<file path="config.mk">
export PLATFORM = sky130hd
export DESIGN_NAME = mem_port_arbiter
export DESIGN_NICKNAME = d
export VERILOG_FILES = /design/src/rtl/mem_port_arbiter.sv
export SDC_FILE = /design/constraint.sdc
export NUM_CORES = 1
export LEC_CHECK = 0
export CORE_MARGIN = 4
export CORE_UTILIZATION = 43
export DETAILED_ROUTE_END_ITERATION = 16
export PLACE_DENSITY = 0.93
export SETUP_SLACK_MARGIN = 0.4
export SLEW_MARGIN = 20
export SYNTH_ARGS = -nofsm -noshare
export SYNTH_HDL_FRONTEND = slang
export SYNTH_SLANG_ARGS = --single-unit
</file>
<file path="constraint.sdc">
create_clock -name clock -period 5.1 [get_ports clock]
set_input_delay 0.765 -clock clock [delete_from_list [all_inputs] [get_ports clock]]
set_output_delay 0.765 -clock clock [all_outputs]
set_load 0.02 [all_outputs]
</file>
<file path="src/rtl/mem_port_arbiter.sv">
`default_nettype none
// ============================================================================
// Module      : mem_port_arbiter
// Description : Shares one unified RAM port between the fetch stage and the
//               memory stage. One outstanding transaction at a time, memory
//               stage wins contests, fetch starvation guard, stall outputs.
// Revision    : 1.0 - initial release
// ============================================================================
module mem_port_arbiter #(
  parameter int ADDR_WIDTH   = 32,
  parameter int DATA_WIDTH   = 32,
  parameter int STARVE_LIMIT = 4
) (
  input  logic                  clock,
  input  logic                  reset_n,
  // fetch stage
  input  logic                  fetch_req,
  input  logic [ADDR_WIDTH-1:0] fetch_addr,
  output logic [DATA_WIDTH-1:0] fetch_data,
  output logic                  fetch_valid,
  output logic                  fetch_stall,
  // memory stage
  input  logic                  mem_req,
  input  logic                  mem_we,
  input  logic [ADDR_WIDTH-1:0] mem_addr,
  input  logic [DATA_WIDTH-1:0] mem_wdata,
  output logic [DATA_WIDTH-1:0] mem_rdata,
  output logic                  mem_done,
  output logic                  mem_stall,
  // RAM side
  output logic                  ram_req,
  output logic                  ram_we,
  output logic [ADDR_WIDTH-1:0] ram_addr,
  output logic [DATA_WIDTH-1:0] ram_wdata,
  input  logic [DATA_WIDTH-1:0] ram_rdata,
  input  logic                  ram_ack
);

  typedef enum logic [1:0] {
    IDLE       = 2'd0,
    FETCH_WAIT = 2'd1,
    DATA_WAIT  = 2'd2
  } state_t;

  localparam logic [3:0] C_STARVE_LIMIT = 4'(STARVE_LIMIT);

  state_t                state_q;
  logic                  ram_req_q;
  logic                  ram_we_q;
  logic [ADDR_WIDTH-1:0] ram_addr_q;
  logic [DATA_WIDTH-1:0] ram_wdata_q;
  logic [DATA_WIDTH-1:0] fetch_data_q;
  logic [DATA_WIDTH-1:0] mem_rdata_q;
  logic                  fetch_valid_q;
  logic                  mem_done_q;
  logic [3:0]            starve_cnt_q;
  logic [3:0]            starve_cnt_d;

  logic fetch_elig_d;
  logic mem_elig_d;
  logic fetch_wins_d;
  logic grant_fetch_d;
  logic grant_data_d;

  // Arbitration: a requester whose completion pulse is high this cycle is
  // still dropping its request, so it must not be granted again at this edge.
  always_comb begin
    fetch_elig_d  = fetch_req & ~fetch_valid_q;
    mem_elig_d    = mem_req & ~mem_done_q;
    fetch_wins_d  = fetch_elig_d & (~mem_elig_d | (starve_cnt_q == C_STARVE_LIMIT));
    grant_fetch_d = (state_q == IDLE) & fetch_wins_d;
    grant_data_d  = (state_q == IDLE) & mem_elig_d & ~fetch_wins_d;
    starve_cnt_d  = starve_cnt_q;
    if (grant_fetch_d) begin
      starve_cnt_d = 4'd0;
    end else if (grant_data_d && fetch_req && (starve_cnt_q < C_STARVE_LIMIT)) begin
      starve_cnt_d = starve_cnt_q + 4'd1;
    end
  end

  // Transaction sequencer with registered RAM controls and completion pulses.
  always_ff @(posedge clock or negedge reset_n) begin
    if (!reset_n) begin
      state_q       <= IDLE;
      ram_req_q     <= 1'b0;
      ram_we_q      <= 1'b0;
      ram_addr_q    <= '0;
      ram_wdata_q   <= '0;
      fetch_data_q  <= '0;
      mem_rdata_q   <= '0;
      fetch_valid_q <= 1'b0;
      mem_done_q    <= 1'b0;
      starve_cnt_q  <= 4'd0;
    end else begin
      case (state_q)
        IDLE: begin
          fetch_valid_q <= 1'b0;
          mem_done_q    <= 1'b0;
          starve_cnt_q  <= starve_cnt_d;
          if (grant_data_d) begin
            ram_req_q   <= 1'b1;
            ram_we_q    <= mem_we;
            ram_addr_q  <= mem_addr;
            ram_wdata_q <= mem_wdata;
            state_q     <= DATA_WAIT;
          end else if (grant_fetch_d) begin
            ram_req_q  <= 1'b1;
            ram_we_q   <= 1'b0;
            ram_addr_q <= fetch_addr;
            state_q    <= FETCH_WAIT;
          end
        end
        FETCH_WAIT: begin
          if (ram_ack) begin
            ram_req_q     <= 1'b0;
            ram_we_q      <= 1'b0;
            fetch_data_q  <= ram_rdata;
            fetch_valid_q <= 1'b1;
            state_q       <= IDLE;
          end
        end
        DATA_WAIT: begin
          if (ram_ack) begin
            ram_req_q  <= 1'b0;
            ram_we_q   <= 1'b0;
            // stores leave the previous load result in place
            if (!ram_we_q) begin
              mem_rdata_q <= ram_rdata;
            end
            mem_done_q <= 1'b1;
            state_q    <= IDLE;
          end
        end
        default: begin
          ram_req_q <= 1'b0;
          ram_we_q  <= 1'b0;
          state_q   <= IDLE;
        end
      endcase
    end
  end

  assign ram_req     = ram_req_q;
  assign ram_we      = ram_we_q;
  assign ram_addr    = ram_addr_q;
  assign ram_wdata   = ram_wdata_q;
  assign fetch_data  = fetch_data_q;
  assign fetch_valid = fetch_valid_q;
  assign mem_rdata   = mem_rdata_q;
  assign mem_done    = mem_done_q;
  assign fetch_stall = fetch_req & ~fetch_valid_q;
  assign mem_stall   = mem_req & ~mem_done_q;

endmodule
`default_nettype wire

</file>
* Word-level counts from Yosys, hierarchy flattened *
Index checks and enable logic that the tools add are counted.

storage, ports and cells
  register bits = 138
  bits of input ports = 134
  output and inout port bits = 134
  word-level logic and storage cells = 65

cells by class
  add/sub/neg operators = 1
  magnitude comparators = 1
  eq/ne operators = 7
  multiplexer cells = 18
  bitwise logic cells = 12
  reductions and logical operators = 16

operator list
  cell                                                        number
  two-way mux 32 bit                                          2
  AND reduction 2 bit                                         7
  two-way mux 4 bit                                           2
  case mux 1 bit (2 select lines)                             4
  nonzero test 2 bit                                          4
  AND 1 bit                                                   6
  two-way mux 1 bit                                           6
  two-way mux 2 bit                                           3
  NOT 1 bit                                                   5
  adder 4 x 1 -> 4 bit, second input constant                 1
  equality test 4 x 3 -> 1 bit, second input constant         1
  less-than comparator 4 x 3 -> 1 bit, second input constant  1
  inequality test 2 bit, second input constant                2
  case mux 2 bit (2 select lines)                             1
  inequality test 3 bit, second input constant                1
  AND reduction 3 bit                                         1
  equality test 2 x 1 -> 1 bit, second input constant         1
  equality test 2 bit, second input constant                  1
  logical AND 1 bit                                           2
  logical NOT 2 bit                                           1
  inequality test 2 x 1 -> 1 bit, second input constant       1
  OR reduction 2 bit                                          1
  OR 1 bit                                                    1

* Longest topological paths before layout *
Gate-level depths: netlist of the first run.

  depth after elaboration = 11
  gate-level depth with buffers = 7
  gate-level depth less buffers = 5

* Worst setup path after synthesis of the first run *
Ideal clock, no wire load.

  kind = in2out
  from = input mem_req
  to = output mem_stall
  arrival = 1.546 ns
  required time = 4.335 ns
  slack = 2.789 ns
  cell stages on the path = 4
  path through = nand2b_1 -> clkbuf_1 -> buf_1 -> inv_1

between the ends
  longest elaborated chain between the ends = 1

RTL lines
  item             RTL line  RTL
  start, declared  23        input logic mem_req,
  AND 1 bit        152       assign mem_stall = mem_req & ~mem_done_q;
  end, declared    29        output logic mem_stall,

No other way between the ends.

* Worst setup path in the final report of the first run *
Ends and elaborated chain as after synthesis.

==> run_results.csv, run 1 <==
group,metric,value,unit
synth,synth_seq_cells,138,
die,dieArea,15400,um2
power_and_ir_drop,cellPowerDensity,684,nW/um2
setup_path,arrival,2170,ps
power_and_ir_drop,report.power.total,6.28,mW
sta,worstMarginPinSlew,787,ps
synth,netlist_instances,440,
synth,ys_warn_count,0,
synth,synthXorXnorAreaFrac,0,%
placed_design,dp_slack,2070,ps
final_layout,fillers,934,
cts,path_clk_slew,50,ps
hold_path,min_path_type,"input port to async pin",
global_routing,antenna_found_initial,0,
global_routing,grt_max_degree,87,
die,num_rows,42,
die,ios,268,
synth,synth_compound_area_share,11.0,%
final_layout,final_cell_mix,"clkdlybuf4s50_1, dfrtp_1, mux2_2, inv_1",
global_routing,grt_pass1_vias,4934,
die,die_y,124,um
synth,synthMuxAreaShare,19.0,%
synth,syn_area_per_cell,13.2,um2
cts,cts_hold_buf,0,
synth,ys_types,32,
placed_design,place.gp.congestion,0.812,
synth,synthAdderAreaFrac,1.08,%
placed_design,port_buffers,267,
sta,worst_slack,2170,ps
cts,postCtsSetupBuffers,0,
routing,ant_nets,0,
power_and_ir_drop,p_leak,3.99,nW
sta,hold_viol,0,
routing,vias_per_cell,5.08,
sta,grt_setup_unrepaired,"false",
cts,cts_tree,"yes",
sta,period_share,57.5,%
synth,synthSimpleGateAreaFrac,2.14,%
sta,setup_violations,0,
power_and_ir_drop,peakVddDrop,0.405,mV
final_layout,nets,843,
cts,insertion_delay,410,ps
sta,clock_skew,6.73,ps
synth,synth_area,5800,um2
final_layout,drive_gt1_share,19.3,%
routing,first_iter_violations,195,
routing,route.detailed.drc,0,
cts,cts_buffer_depth,2,
run_status,status,"completed",
synth,synth.yosys.seq_area_share,59.6,%
job,max_cap_viol_count,0,
routing,wl_per_cell,18.8,um
final_layout,area_growth,58.4,%
placed_design,hpwlAfterDp,12.3,mm
cts,root_buffer,"clkbuf_16",
sta,fmax,0.341,GHz
sta,tns,0,ps
power_and_ir_drop,sw_frac_of_total,36.2,%
global_routing,grt_pass1_wl,25.2,mm
die,start_util,43.8,%
setup_path,cp-start-kind,"input port",
power_and_ir_drop,intPower,4.01,mW
final_layout,n_antenna_cell,0,
cts,cts_sinks,138,
setup_path,cp_max_fo,5,
sta,period_minus_slack,2930,ps
global_routing,grtUsageTotal,21.5,%
power_and_ir_drop,p_switching,2.27,mW
global_routing,grt-ovfl-total,0,
sta,slew_headroom,47.5,%
routing,drt_pass1_iterations,4,
die,core,13200,um2
cts,ctsHtreeMaxLevel,4,
power_and_ir_drop,pwr-share-seq,31.1,%
synth,synth.net_count,579,
cts,cts_made_buffers,17,
synth,synth_top_family_by_area,"multiplexers",
sta,report.final.slew_viol_count,0,
setup_path,cp-end-kind,"output pin",
setup_path,required,4340,ps
setup_path,path_class,"input port to output pin",
power_and_ir_drop,pwr-share-comb,49.8,%
die,fp.dieW,124,um
power_and_ir_drop,pwr-share-clk,19.1,%
routing,num_vias,4534,
routing,wl,16.8,mm
final_layout,final_common_cell,"clkdlybuf4s50_1",
cts,cts_resized,0,
[cells by family (layout without fill, tap and decap cells)]
logic type | Yosys count | in the layout
AOI/OAI and AO/OA | 81 | 81
DFF | 138 | 138
buffers and inverters | 101 | 377
and+or+nand+nor | 19 | 19
muxes | 96 | 96
adders and majority gates | 5 | 5
[worst paths after layout]
kind	start	to	slack [ps]	cells after the start
setup reg to reg	state_q[0]$_DFFE_PN0P_	ram_wdata[14]$_DFFE_PN0P_	2820	6
hold / removal	reset_n	fetch_data[11]$_DFFE_PN0P_	410	1
setup / recovery	mem_req	mem_stall	2170	4
min in group clock	ram_req$_DFFE_PN0P_	ram_req$_DFFE_PN0P_	500	1
max in group asynchronous	reset_n	mem_rdata[0]$_DFFE_PN0P_	3530	2
hold reg to reg	ram_req$_DFFE_PN0P_	ram_req$_DFFE_PN0P_	500	1
[area by class of cell]
| class | instances | area (um2) | area share [%] |
|---|---|---|---|
| Clock inverter | 7 | 90.1 | 0.981 |
| Timing Repair Buffer | 273 | 2720 | 29.6 |
| Tap cell | 176 | 220 | 2.40 |
| Sequential cell | 138 | 3450 | 37.6 |
| Clock buffer | 24 | 492 | 5.36 |
| Multi-Input combinational cell | 201 | 1930 | 21.1 |
| Inverter | 73 | 274 | 2.98 |
[flip-flops by register name, summed over array words and instances (netlist names)]
signal / count
ram_wdata: 32
mem_rdata: 32
starve_cnt_q: 4
mem_done: 1
ram_req: 1
state_q: 2
fetch_valid: 1
ram_we: 1
fetch_data: 32
ram_addr: 32
[stage by stage]
step	instance area, um2	hold slack [ps]	cells	utilization (%)
finish	9180	413	892	69.3
global route	9180	464	892	69.3
CTS	9180	440	892	69.3
detailed placement	8600	491	861	64.9
global placement	8600	477	861	64.9
floorplan	5800	469	440	-
[synth_stat cells]
master	number	area share [%]
o21ai_0	5	0.43
nand2b_4	1	0.24
nor3b_1	1	0.13
o211ai_1	32	4.1
and3b_1	2	0.30
o21a_1	1	0.13
nand3b_1	1	0.13
o221ai_1	32	4.8
nand2_1	5	0.32
o31ai_4	1	0.37
mux2_4	6	1.6
a21oi_1	4	0.35
o22a_1	1	0.15
buf_4	2	0.26
o22ai_1	2	0.22
nand2b_1	1	0.11
ha_1	5	1.1
nor2_1	1	0.065
or3b_2	1	0.15
nor2b_1	1	0.11
clkbuf_1	11	0.71
buf_2	11	0.95
buf_6	2	0.39
o32ai_1	1	0.15
nand3_1	3	0.26
dfrtp_1	138	60
and2_1	1	0.11
buf_1	2	0.13
mux2_2	90	17
and3b_4	1	0.22
inv_1	73	4.7
a31oi_1	2	0.22
[worst max-delay path, stage by stage]
cell and delay [ps]:
clkdlybuf4s50_1 520, nand2b_1 160, inv_1 100, clkdlybuf4s50_1 620
[routing by layer]
layer	share of wire [%]	global-route usage, %	up-vias	wire (um)
li1	-	-	2079	-
met1	35	21.4	2193	5810
met2	51	38.4	224	8640
met3	11	8.81	38	1790
met4	3.3	10.7	0	549
met5	0	0	-	0
[power by group through the flow]
stage / clock [mW] / sequential, mW / combinational (mW)
detailed placement: 0 / 1.97 / 3.15
CTS: 1.23 / 1.96 / 3.16
finish: 1.20 / 1.96 / 3.13
global placement: 0 / 1.92 / 3.05
global route: 1.27 / 2.02 / 3.32
floorplan: 0 / 2.58 / 1.03
Note: power is estimated with default switching activity, not from simulation.
==> run 2: changes to the inputs <==
--- a/config.mk
+++ b/config.mk
@@ -6,9 +6,9 @@
 export NUM_CORES = 1
 export LEC_CHECK = 0
 export CORE_MARGIN = 4
-export CORE_UTILIZATION = 43
+export CORE_UTILIZATION = 37
 export DETAILED_ROUTE_END_ITERATION = 16
-export PLACE_DENSITY = 0.93
+export PLACE_DENSITY = 0.86
 export SETUP_SLACK_MARGIN = 0.4
 export SLEW_MARGIN = 20
 export SYNTH_ARGS = -nofsm -noshare
==> constraint.sdc (replaced) <==
create_clock -name clock -period 2.4 [get_ports clock]
set_input_delay 0.36 -clock clock [delete_from_list [all_inputs] [get_ports clock]]
set_output_delay 0.36 -clock clock [all_outputs]
set_load 0.02 [all_outputs]
==> run_results.csv, run 2 (synthesis results as in run 1) <==
group,metric,value,unit
setup_path,cp.depth,6,
routing,ant_nets,0,
setup_path,r2r_end,"ram_wdata[7]$_DFFE_PN0P_",
final_layout,final_util,61.5,%
sta,period_share,79.2,%
die,die_y,133,um
global_routing,grt_pass1_wl,27.6,mm
hold_path,hp-start,"ram_req$_DFFE_PN0P_",
final_layout,fillers,1178,
power_and_ir_drop,pwr-share-clk,20.9,%
sta,setup_violations,0,
hold_path,worstHoldPathCells,1,
routing,vias_per_cell,4.99,
sta,worstMarginPinSlew,659,ps
cts,path_clk_slew,60,ps
sta,period_minus_slack,1900,ps
setup_path,required,2680,ps
setup_path,slowest_delay,380,ps
setup_path,crit_path_top_delay_cell,"mux2_2",
cts,insertion_delay,410,ps
setup_path,path_class,"flop to flop",
die,ios,268,
setup_path,regToRegStartpoint,"state_q[0]$_DFFE_PN0P_",
final_layout,area_growth,62.0,%
cts,cts_sinks,138,
routing,route.detailed.drc,0,
hold_path,min_path_type,"flop to flop",
cts,cts_buffer_depth,2,
final_layout,final_common_cell,"clkdlybuf4s50_1",
power_and_ir_drop,intPower,8.86,mW
setup_path,cp-end-kind,"flop",
placed_design,place.gp.congestion,0.883,
die,dieArea,17700,um2
setup_path,worstPathCellList,"inv_1 > ha_1 > and3b_4 > o31ai_4 > buf_12 > mux2_2",
setup_path,rr_worst_depth,6,
sta,whs,491,ps
cts,cts_made_buffers,17,
global_routing,grt-ovfl-total,0,
global_routing,grtUsageTotal,19.5,%
setup_path,arrival,2190,ps
final_layout,multi_input_area,1930,um2
power_and_ir_drop,p_leak,4.09,nW
setup_path,cp-start-kind,"flop",
sta,hold_viol,0,
sta,clock_skew,9.02,ps
placed_design,port_buffers,267,
routing,wl,17.1,mm
setup_path,cp_top_family,"buffers and inverters",
setup_path,cp_max_fo,66,
hold_path,worstHoldEndpoint,"ram_req$_DFFE_PN0P_",
routing,wl_per_cell,18.4,um
job,max_cap_viol_count,0,
routing,first_iter_violations,133,
routing,num_vias,4647,
power_and_ir_drop,p_switching,4.87,mW
power_and_ir_drop,peakVddDrop,0.830,mV
cts,ctsHtreeMaxLevel,4,
run_status,status,"completed",
power_and_ir_drop,sw_frac_of_total,35.5,%
routing,drt_pass1_iterations,4,
sta,grt_setup_unrepaired,"false",
final_layout,final_cell_mix,"clkdlybuf4s50_1, dfrtp_1, mux2_2, inv_1",
sta,fmax,0.526,GHz
global_routing,grt_pass1_vias,5242,
final_layout,n_antenna_cell,0,
cts,postCtsSetupBuffers,0,
sta,slew_headroom,56.1,%
power_and_ir_drop,cellPowerDensity,1460,nW/um2
die,num_rows,45,
setup_path,r2r_slack,500,ps
final_layout,drive_gt1_share,20.0,%
placed_design,hpwlAfterDp,12.8,mm
setup_path,cp_num_buf_inv,2,
global_routing,antenna_found_initial,0,
power_and_ir_drop,pwr-share-comb,48.8,%
power_and_ir_drop,pwr-share-seq,30.2,%
cts,root_buffer,"clkbuf_16",
die,start_util,38.0,%
cts,cts_tree,"yes",
final_layout,seqCellArea,3450,um2
sta,tns,0,ps
final_layout,nets,848,
die,core,15300,um2
global_routing,grt_max_degree,70,
sta,report.final.slew_viol_count,0,
die,fp.dieW,133,um
## run 2: cell types whose count changed in the layout (fill, tap and decap cells not counted), sizes merged
cell and change:
dlygate4sd3 +1, dlygate4sd2 +2, clkdlybuf4s50 -2, clkinvlp -2
clkinv +2, buf +4, clkbuf -4, inv +1
bufinv +3
## run 2: layout make-up
type,instances,share of cell area [%]
tap,211,2.81
timing repair buffer,278,29.9
multi-input combinational,201,20.6
clock buffer,20,4.97
clock inverter,11,2.04
sequential,138,36.8
inverter,73,2.92
## run 2: how the worst max path moves through the flow
stage / start / end / slack, ps
after floorplan: mem_done$_DFFE_PN0P_ / mem_stall / 720
after CTS: state_q[0]$_DFFE_PN0P_ / ram_wdata[13]$_DFFE_PN0P_ / 520
final: state_q[0]$_DFFE_PN0P_ / ram_wdata[7]$_DFFE_PN0P_ / 500
after global placement: starve_cnt_q[0]$_DFFE_PN0P_ / starve_cnt_q[3]$_DFFE_PN0P_ / 270
after detailed placement: fetch_req / ram_wdata[7]$_DFFE_PN0P_ / 250
after global routing: state_q[0]$_DFFE_PN0P_ / ram_wdata[14]$_DFFE_PN0P_ / 440
## run 2: timing repair
| action | in CTS | in global routing |
|---|---|---|
| setup endpoints to repair | 2 | 0 |
| resized for setup | 2 | 0 |
| hold buffers | 1 | 0 |
| hold endpoints to repair | 65 | 0 |
## run 2: power groups by stage
stage	combinational (mW)	clock (mW)	sequential, mW
floorplan	2.19	0	5.48
global placement	6.56	0	4.09
detailed placement	6.76	0	4.19
CTS	6.78	2.94	4.16
global route	7.11	3.05	4.30
finish	6.70	2.88	4.15
## run 2: routing by layer
metal	vias up	wire, um	global-route usage, %
met3	32	1700	7.63
met1	2302	6310	21.0
met4	0	412	7.37
li1	2094	-	-
met2	219	8700	34.7
met5	-	0	0
## run 2: metrics by stage
step	instance area [um2]	std cells	total power [mW]	setup slack, ps
CTS	9390	932	13.9	523
floorplan	5800	440	7.67	720
global placement	8720	900	10.7	274
detailed placement	8720	900	10.9	252
finish	9390	932	13.7	499
global route	9390	932	14.5	441
## run 2: worst register-to-register path: stages (launching register included)
cell and delay, ps:
dfrtp_1 360, inv_1 80, ha_1 280, and3b_4 230, o31ai_4 70, buf_12 320, mux2_2 450
==> run 3: changes to the inputs <==
--- a/config.mk
+++ b/config.mk
@@ -6,9 +6,9 @@
 export NUM_CORES = 1
 export LEC_CHECK = 0
 export CORE_MARGIN = 4
-export CORE_UTILIZATION = 37
+export CORE_UTILIZATION = 42
 export DETAILED_ROUTE_END_ITERATION = 16
-export PLACE_DENSITY = 0.86
+export PLACE_DENSITY = 0.91
 export SETUP_SLACK_MARGIN = 0.4
 export SLEW_MARGIN = 20
 export SYNTH_ARGS = -nofsm -noshare
==> constraint.sdc (replaced) <==
create_clock -name clock -period 1.9 [get_ports clock]
set_input_delay 0.285 -clock clock [delete_from_list [all_inputs] [get_ports clock]]
set_output_delay 0.285 -clock clock [all_outputs]
set_load 0.02 [all_outputs]
==> run_results.csv, run 3 (synthesis results as in run 1) <==
group,metric,value,unit
run_status,status,"completed",
routing,wl_per_cell,21.9,um
sta,whs,388,ps
final_layout,area_growth,78.5,%
setup_path,crit_path_top_delay_cell,"dfrtp_1",
setup_path,path_common_cell,"buf_6",
setup_path,arrival,2070,ps
setup_path,cp-start-kind,"flop",
routing,wl,20.7,mm
sta,period_share,93.6,%
setup_path,path_class,"flop to flop",
setup_path,r2r_slack,120,ps
die,num_rows,42,
final_layout,layout.cells.non_filler,948,
final_layout,drive_gt1_share,31.0,%
setup_path,worstPathCellList,"inv_2 > ha_4 > and3b_4 > o31ai_4 > buf_6 > buf_6 > buf_16 > mux2_4",
sta,setup_violations,0,
power_and_ir_drop,cellPowerDensity,1820,nW/um2
cts,root_buffer,"clkbuf_16",
sta,fmax,0.562,GHz
placed_design,port_buffers,267,
cts,insertion_delay,420,ps
setup_path,regToRegStartpoint,"state_q[0]$_DFFE_PN0P_",
sta,worst_slack,121,ps
routing,first_iter_violations,338,
sta,period_minus_slack,1780,ps
routing,ant_nets,0,
die,ios,268,
final_layout,final_common_cell,"dfrtp_1",
power_and_ir_drop,p_leak,4.90,nW
setup_path,rr_worst_depth,8,
final_layout,nets,898,
routing,num_vias,5001,
setup_path,cp_top_family,"buffers and inverters",
sta,worstMarginPinSlew,499,ps
final_layout,n_antenna_cell,0,
setup_path,slowest_delay,400,ps
sta,grt_setup_unrepaired,"true",
sta,hold_viol,0,
cts,cts_made_buffers,17,
global_routing,grt-ovfl-total,0,
routing,drt_pass1_iterations,4,
routing,vias_per_cell,5.28,
setup_path,cp_num_buf_inv,4,
die,dieArea,15700,um2
cts,cts_tree,"yes",
global_routing,antenna_found_initial,0,
die,die_y,125,um
placed_design,dp_slack,-66.0,ps
die,fp.dieW,125,um
setup_path,r2r_end,"ram_wdata[31]$_DFFE_PN0P_",
final_layout,final_cell_mix,"dfrtp_1, clkdlybuf4s50_1, dlygate4sd2_1, inv_1, mux2_2",
sta,report.final.slew_viol_count,0,
global_routing,grt_pass1_wl,30.7,mm
sta,clock_skew,6.54,ps
hold_path,min_path_type,"input port to async pin",
die,start_util,43.2,%
setup_path,required,2190,ps
setup_path,cp-end-kind,"flop",
global_routing,grt_pass1_vias,5584,
routing,route.detailed.drc,0,
power_and_ir_drop,peakVddDrop,1.00,mV
placed_design,hpwlAfterDp,12.8,mm
placed_design,numPlacedInstances,876,
die,core,13400,um2
cts,cts_sinks,138,
sta,slew_headroom,66.8,%
global_routing,grtUsageTotal,24.7,%
power_and_ir_drop,report.power.total,18.8,mW
cts,cts_buffer_depth,2,
cts,ctsHtreeMaxLevel,4,
global_routing,grt_max_degree,64,
cts,path_clk_slew,60,ps
job,max_cap_viol_count,0,
setup_path,cp_max_fo,6,
placed_design,place.gp.congestion,0.904,
[run 3: worst max-delay path by stage]
stage,depth (start not counted),start,end,slack (ps)
after floorplan,7,starve_cnt_q[0]$_DFFE_PN0P_,ram_wdata[26]$_DFFE_PN0P_,310
after global placement,5,fetch_req,ram_wdata[5]$_DFFE_PN0P_,-20
after detailed placement,5,fetch_req,ram_wdata[15]$_DFFE_PN0P_,-70
after CTS,3,mem_done$_DFFE_PN0P_,mem_stall,160
after global routing,8,state_q[0]$_DFFE_PN0P_,ram_addr[15]$_DFFE_PN0P_,50
final,8,state_q[0]$_DFFE_PN0P_,ram_wdata[31]$_DFFE_PN0P_,120
[run 3: where the power goes]
part / total, mW / internal (mW) / switching, mW
combinational: 10.1 / 5.06 / 5.04
clock: 3.43 / 2.14 / 1.28
sequential: 5.30 / 4.44 / 0.863
total: 18.8 / 11.6 / 7.19
[run 3: area by class of cell]
| class | instances | area [um2] |
|---|---|---|
| sequential | 138 | 3460 |
| timing repair buffer | 328 | 3410 |
| inverter | 73 | 274 |
| multi-input combinational | 201 | 2360 |
| clock buffer | 19 | 453 |
| fill | 805 | 3060 |
| tap | 176 | 220 |
| clock inverter | 13 | 166 |
[run 3: layer usage]
metal	part of all wire, %	GRT usage, %	wire length [um]	vias to the layer above
li1	-	-	-	2194
met1	35	26.5	7300	2496
met2	54	44.5	11200	257
met3	7.5	7.85	1560	54
met4	3.3	10.8	677	0
met5	0	0	0	-
[run 3: repair_timing]
| action | 4_1_cts | 5_1_grt |
|---|---|---|
| buffers inserted | 15 | 9 |
| setup endpoints to repair | 236 | 138 |
| hold buffers | 1 | 0 |
| pin swaps | 19 | 9 |
| endpoints found under the hold margin | 46 | 0 |
| cloned | 10 | 5 |
| resized for setup | 203 | 62 |
[run 3: through the flow]
step / util, % / setup TNS [ps] / area (um2)
global placement: 65.7 / -687 / 8800
global route: 77.2 / 0 / 10300
detailed placement: 65.7 / -1800 / 8800
CTS: 74.1 / 0 / 9930
floorplan: - / 0 / 5820
finish: 77.2 / 0 / 10300
[run 3: worst register-to-register path, stage by stage (launching register included)]
cell,delay (ps)
dfrtp_1,400
inv_2,100
ha_4,150
and3b_4,210
o31ai_4,70
buf_6,160
buf_6,130
buf_16,140
mux2_4,300
